## src/rtl/pick_pkg.sv

```systemverilog
// Shared types for the pick controller: motion codes, FSM states,
// default key constants and the state-to-output decode helpers.
package pick_pkg;

    localparam logic [7:0] KEY_UP_DEF = 8'h1A;  // W
    localparam logic [7:0] KEY_DN_DEF = 8'h16;  // S
    localparam int         CNT_W      = 6;

    // Motion command sent to the pick mover; 101-111 are never produced.
    typedef enum logic [2:0] {
        DIR_HOLD = 3'b000,
        DIR_UP1  = 3'b001,
        DIR_DN1  = 3'b010,
        DIR_DN2  = 3'b011,
        DIR_UP2  = 3'b100
    } dir_t;

    typedef enum logic [2:0] {
        IDLE    = 3'd0,
        UP_SLOW = 3'd1,
        DN_SLOW = 3'd2,
        UP_FAST = 3'd3,
        DN_FAST = 3'd4
    } state_t;

    function automatic dir_t dir_of(input state_t s);
        case (s)
            UP_SLOW: dir_of = DIR_UP1;
            DN_SLOW: dir_of = DIR_DN1;
            UP_FAST: dir_of = DIR_UP2;
            DN_FAST: dir_of = DIR_DN2;
            default: dir_of = DIR_HOLD;
        endcase
    endfunction

    function automatic logic fast_of(input state_t s);
        fast_of = (s == UP_FAST) || (s == DN_FAST);
    endfunction

endpackage

```

## src/rtl/pick_hold_cnt.sv

```systemverilog
// Saturating 6-bit hold counter: counts consecutive held frames while
// the controller sits in a SLOW state. clr has priority over inc.
module pick_hold_cnt
    import pick_pkg::*;
(
    input  logic             frame_clk,
    input  logic             Reset,
    input  logic             clr,
    input  logic             inc,
    output logic [CNT_W-1:0] count
);

    // Clear, or step up once per frame and stick at all-ones.
    always_ff @(posedge frame_clk or posedge Reset) begin
        if (Reset) begin
            count <= '0;
        end else if (clr) begin
            count <= '0;
        end else if (inc && (count != {CNT_W{1'b1}})) begin
            count <= count + 1'b1;
        end
    end

endmodule

```

## src/rtl/pick_ctrl.sv

```systemverilog
// Keyboard-driven pick motion controller. One frame of latency from the
// sampled keycode to dir. Fast mode (2-step moves after HOLD_FRAMES held
// frames) exists only when PICK_CTRL_FAST_EN is defined; otherwise the
// FAST states and hold counter are not built and fast is tied low.
module pick_ctrl
    import pick_pkg::*;
#(
    parameter logic [7:0] KEY_UP      = KEY_UP_DEF,
    parameter logic [7:0] KEY_DN      = KEY_DN_DEF,
    parameter int         HOLD_FRAMES = 30
) (
    input  logic       frame_clk,
    input  logic       Reset,
    input  logic [7:0] keycode,
    output logic [2:0] dir,
    output logic       fast
);

    if (HOLD_FRAMES < 1 || HOLD_FRAMES > 63) begin : g_bad_hold
        $error("pick_ctrl: HOLD_FRAMES out of range 1..63");
    end

    state_t state;
    state_t state_nxt;

    wire key_up = (keycode == KEY_UP);
    wire key_dn = (keycode == KEY_DN);

`ifdef PICK_CTRL_FAST_EN
    logic [CNT_W-1:0] hold_count;
    logic             hold_inc;
    logic             hold_last;

    // Count only while the same direction stays held in its SLOW state.
    assign hold_inc  = (key_up && state == UP_SLOW) || (key_dn && state == DN_SLOW);
    assign hold_last = (hold_count == CNT_W'(HOLD_FRAMES - 1));

    pick_hold_cnt u_hold_cnt (
        .frame_clk (frame_clk),
        .Reset     (Reset),
        .clr       (!hold_inc),
        .inc       (hold_inc),
        .count     (hold_count)
    );

    // Next state: a key entering from anywhere else lands in its SLOW state
    // (so reversals skip IDLE); SLOW promotes to FAST on the last hold frame.
    always_comb begin
        state_nxt = IDLE;
        if (key_up) begin
            case (state)
                UP_SLOW: state_nxt = hold_last ? UP_FAST : UP_SLOW;
                UP_FAST: state_nxt = UP_FAST;
                default: state_nxt = UP_SLOW;
            endcase
        end else if (key_dn) begin
            case (state)
                DN_SLOW: state_nxt = hold_last ? DN_FAST : DN_SLOW;
                DN_FAST: state_nxt = DN_FAST;
                default: state_nxt = DN_SLOW;
            endcase
        end
    end

    // State register with outputs decoded from the next state, so dir and
    // fast change on the same edge that samples the key.
    always_ff @(posedge frame_clk or posedge Reset) begin
        if (Reset) begin
            state <= IDLE;
            dir   <= DIR_HOLD;
            fast  <= 1'b0;
        end else begin
            state <= state_nxt;
            dir   <= dir_of(state_nxt);
            fast  <= fast_of(state_nxt);
        end
    end
`else
    // Next state without fast mode: only the SLOW states are reachable.
    always_comb begin
        state_nxt = IDLE;
        if (key_up) begin
            state_nxt = UP_SLOW;
        end else if (key_dn) begin
            state_nxt = DN_SLOW;
        end
    end

    // State register with dir decoded from the next state.
    always_ff @(posedge frame_clk or posedge Reset) begin
        if (Reset) begin
            state <= IDLE;
            dir   <= DIR_HOLD;
        end else begin
            state <= state_nxt;
            dir   <= dir_of(state_nxt);
        end
    end

    assign fast = 1'b0;
`endif

endmodule

```

## config.mk

```make
export PLATFORM = sky130hd
export DESIGN_NAME = pick_ctrl
export DESIGN_NICKNAME = d
export VERILOG_FILES = /design/src/rtl/pick_pkg.sv /design/src/rtl/pick_hold_cnt.sv /design/src/rtl/pick_ctrl.sv
export SDC_FILE = /design/constraint.sdc
export NUM_CORES = 1
export LEC_CHECK = 0
export ABC_CLOCK_PERIOD_IN_PS = 800
export CAP_MARGIN = 15
export CORE_AREA = 3 3 40 42
export DETAILED_ROUTE_END_ITERATION = 8
export DIE_AREA = 0 0 43 45
export HOLD_SLACK_MARGIN = 0.12
export PLACE_DENSITY = 0.39
export SYNTH_ARGS = -nofsm -noshare
export SYNTH_HDL_FRONTEND = slang
export SYNTH_SLANG_ARGS = --single-unit
```

## constraint.sdc

```tcl
create_clock -name frame_clk -period 0.8 [get_ports frame_clk]
set_clock_uncertainty 0.2 [all_clocks]
set_input_delay 0.08 -clock frame_clk [delete_from_list [all_inputs] [get_ports frame_clk]]
set_output_delay 0.08 -clock frame_clk [all_outputs]
set_load 0.01 [all_outputs]
```

Yosys cells after proc, flatten, opt, wreduce, memory -nomap -nowiden
Index checks and enable logic that the tools add are counted.
{ "op_classes": {"n_addsub": 0, "mul": 0, "div": 0, "magnitude_cmp": 0, "n_eq_ne": 6, "n_shift": 0, "muxes": 3, "bitwise": 0, "n_reduce_logical": 0} }
{ "ops": {"columns": ["cell", "n"], "rows": [
  ["$eq 8x5->1 const B", 2],
  ["$pmux 3 s4", 1],
  ["$eq 3x2->1 const B", 2],
  ["$mux 2", 2],
  ["$eq 3x1->1 const B", 1],
  ["$eq 3x3->1 const B", 1]
]} }
{ "word_totals": {"reg_bits": 3, "latch_bits": 0, "ram_bits": 0, "romBits": 0, "inputBits": 10, "out_inout_bits": 4, "wordCells": 10, "memories": 0} }

Longest topological paths before layout
{ "logic_depth": {"word_depth": 5, "ltp_mapped": 2, "ltp_nobuf": 2} }

Least setup slack after synthesis
OpenSTA, ideal clock, no wires.
{ "synth_timing": {"kind": "input-to-reg", "startpoint": "input port keycode[5]", "endpoint": "register dir[0]", "setup_time_ns": 0.096, "t_arrival_ns": 0.500, "required_time_ns": 0.504, "path_slack_ns": 0.004, "cell_stages": 2, "path_buffers": 0, "path_cell_list": "nand4bb_1 > nor4_2"} }
{ "synth_via": {"elab_chain_len": 5, "elab_cells_between_ends": 9, "classes_between": "eq/ne: 6; mux: 3"} }
{ "synth_rtl": {"columns": ["element", "line", "source"], "rows": [
  ["start: declaration", "pick_ctrl.sv:14", "input logic [7:0] keycode,"],
  ["$eq 8x5->1", "pick_ctrl.sv:27", "wire key_dn = (keycode == KEY_DN);"],
  ["$mux 2", "pick_ctrl.sv:84", "end else if (key_dn) begin"],
  ["$mux 2 *", "pick_ctrl.sv:82", "if (key_up) begin"],
  ["$eq 3x3->1 (tied with other cells)", "pick_pkg.sv:27", "case (s)"],
  ["$pmux 3 s4 *", "pick_pkg.sv:27", null],
  ["end signal: assignment", "pick_ctrl.sv:96", "dir <= dir_of(state_nxt);"],
  ["end: declaration", "pick_ctrl.sv:15", "output logic [2:0] dir,"]
]} }
Mark *: on every way between the ends. The rest lies on a longest branch, timed or not.

Worst setup path after layout
{ "layout_timing": {"startpoint": "register dir[1]", "endpoint": "output port dir[1]"} }
No word-level cell between the ends.

==> flow_summary.json <==
{
  "outcome": "finished, violations left",
  "failed_checks": "hold timing, setup timing",
  "cp.required_ns": 0.52,
  "die_area_um2": 1940,
  "mostFrequentLayoutCell": "dlygate4sd2_1",
  "ys_types": 7,
  "first_pass_iters": 2,
  "grt-ovfl-total": 0,
  "critPathMaxStageDelay_ns": 0.35,
  "wl_um": 315,
  "reg_top3": "dir: 3 flops",
  "power_mw": 0.486,
  "fin_ws_ns": -0.195,
  "drc": 0,
  "dp_hpwl_um": 245,
  "ys_ff_latch": 3,
  "hold_viol_final": 5,
  "ys_seq_area_share_pct": 54.1,
  "cp-start-kind": "flop",
  "via_per_inst": 3.24,
  "clockBufferDepth": 2,
  "cts.sinks": 3,
  "fin_tns_setup_ns": -0.571,
  "synth_area_per_cell_um2": 12.6,
  "max_freq_mhz": 1000,
  "h-tree-depth": 1,
  "clkPwrFrac_pct": 54.6,
  "maxSlewViolCount": 0,
  "cp.buffers_inverters": 1,
  "synthCells": 11,
  "portBuffers": 12,
  "worstPathArrival_ns": 0.72,
  "mostFrequentLayoutCells": "dlygate4sd2_1, clkbuf_4, dfrtp_1, buf_2",
  "drive_above_1_share_pct": 37.0,
  "finalCritPeriodShare_pct": 124,
  "numCtsBuffers": 3,
  "slowest_stage": "dfrtp_1",
  "antenna_left": 0,
  "grt_pass1_wl_um": 600,
  "p_int_mw": 0.382,
  "pin_count": 14,
  "cts_tree": "done",
  "syn-cell-area_um2": 139,
  "cts_root_buf": "clkbuf_4",
  "switching_share_pct": 21.4,
  "hold_slack_ns": -0.182,
  "rows": 13,
  "critical-path-top-delay-family": "flip-flops",
  "ir_drop_uv": 329,
  "post_drt_wl_per_cell_um": 7.50,
  "initial_utilization_pct": 10.8,
  "syn2layout_area_growth_pct": 117,
  "p_switching_mw": 0.104,
  "power.density_nw_per_um2": 1610,
  "grt_setup_unrepaired": "yes",
  "grt_pass1_vias": 167,
  "vias": 136,
  "min_path_type": "input port to async pin",
  "crit_chain": "buf_2",
  "endpoint_kind": "output port",
  "fp.dieH_um": 45,
  "worstSetupPathType": "flop to output port",
  "gp_congestion": 0.629,
  "largest_reg_flops": 3,
  "yosysWarnings": 0,
  "cp_max_fo": 1,
  "grt_start_max_net_pins": 4,
  "power_frac_comb_pct": 13.4,
  "drv_cap": 0,
  "power.leakage_nw": 0.143,
  "track_usage_pct": 5.35,
  "seqPwrFrac_pct": 32.1,
  "detail_route.iter0.violations": 1,
  "nNetsFinal": 38,
  "core_um2": 1280,
  "path_clk_slew_ns": 0.04,
  "finalCriticalPeriod_ns": 0.995,
  "final.fill_count": 144,
  "antenna_found_initial": 0,
  "die_w_um": 43,
  "setup_viol_count_final": 3,
  "diodes": 0,
  "top_register": "dir"
}
## synthesized netlist by cell type, drive strengths merged
master   instances  share of area, %
dfrtp            3                54
nand2b           2               9.0
nor4             2                18
buf              1               5.4
conb             1               2.7
inv              1               2.7
nand4bb          1               8.1
## power by group through the flow
| stage | Clock, mW | Sequential [mW] | Combinational [mW] |
|---|---|---|---|
| 6_report | 0.265 | 0.156 | 0.0650 |
| 2_1_floorplan | 0 | 0.160 | 0.0172 |
| 4_1_cts | 0.283 | 0.156 | 0.0647 |
| 5_1_grt | 0.292 | 0.157 | 0.0719 |
| 3_5_place_dp | 0 | 0.158 | 0.0690 |
| 3_3_place_gp | 0 | 0.158 | 0.0679 |
## logic make-up (layout without fill, tap and decap cells)
kind of cell,count (synthesis),count (layout),share of synthesized area [%]
other,1,2,2.70
and+or+nand+nor,5,5,35.1
DFF,3,3,54.1
buffers and inverters,2,17,8.11
## area by class of cell
| class | count | area, um^2 | area share (%) |
|---|---|---|---|
| Timing Repair Buffer | 12 | 97.6 | 32.4 |
| Multi-Input combinational cell | 7 | 80.1 | 26.6 |
| Sequential cell | 3 | 75.1 | 24.9 |
| Clock buffer | 4 | 26.3 | 8.71 |
| Tap cell | 15 | 18.8 | 6.22 |
| Inverter | 1 | 3.75 | 1.24 |
## per-stage QoR
stage / setup WS (ns) / instances / cell area [um^2] / util [%] / hold WS, ns
after floorplan: 0.00389 / 12 / 143 / - / -0.366
after global placement: -0.460 / 38 / 274 / 21.3 / 0.0551
after detailed placement: -0.464 / 38 / 274 / 21.3 / 0.0665
after CTS: -0.205 / 42 / 299 / 23.3 / -0.184
after global routing: -0.236 / 42 / 302 / 23.5 / -0.159
final: -0.195 / 42 / 302 / 23.5 / -0.182
## per-layer routing
| layer | GRT usage, % | vias to the layer above | part of all wire, % |
|---|---|---|---|
| met5 | 0 | - | 0 |
| met4 | 9.04 | 0 | 5.4 |
| met3 | 3.98 | 2 | 26 |
| met2 | 6.29 | 16 | 38 |
| met1 | 4.38 | 53 | 30 |
| li1 | - | 65 | - |
## timing repair
item / 4_1_cts / 5_1_grt
hold endpoints to repair: 5 / 5
buffers inserted: 0 / 0
cloned: 0 / 0
setup endpoints to repair: 5 / 5
pin swaps: 3 / 2
resized for setup: 22 / 2
## worst paths after layout
check                          to  cells after the start  slack, ns       start
min in group frame_clk     dir[0]                      2      -0.02  keycode[7]
max in group asynchronous  dir[1]                      2       0.46       Reset
max                        dir[1]                      1      -0.20      dir[1]
min                        dir[0]                      2      -0.18       Reset
No activity file was read; power rests on OpenSTA's default activity.
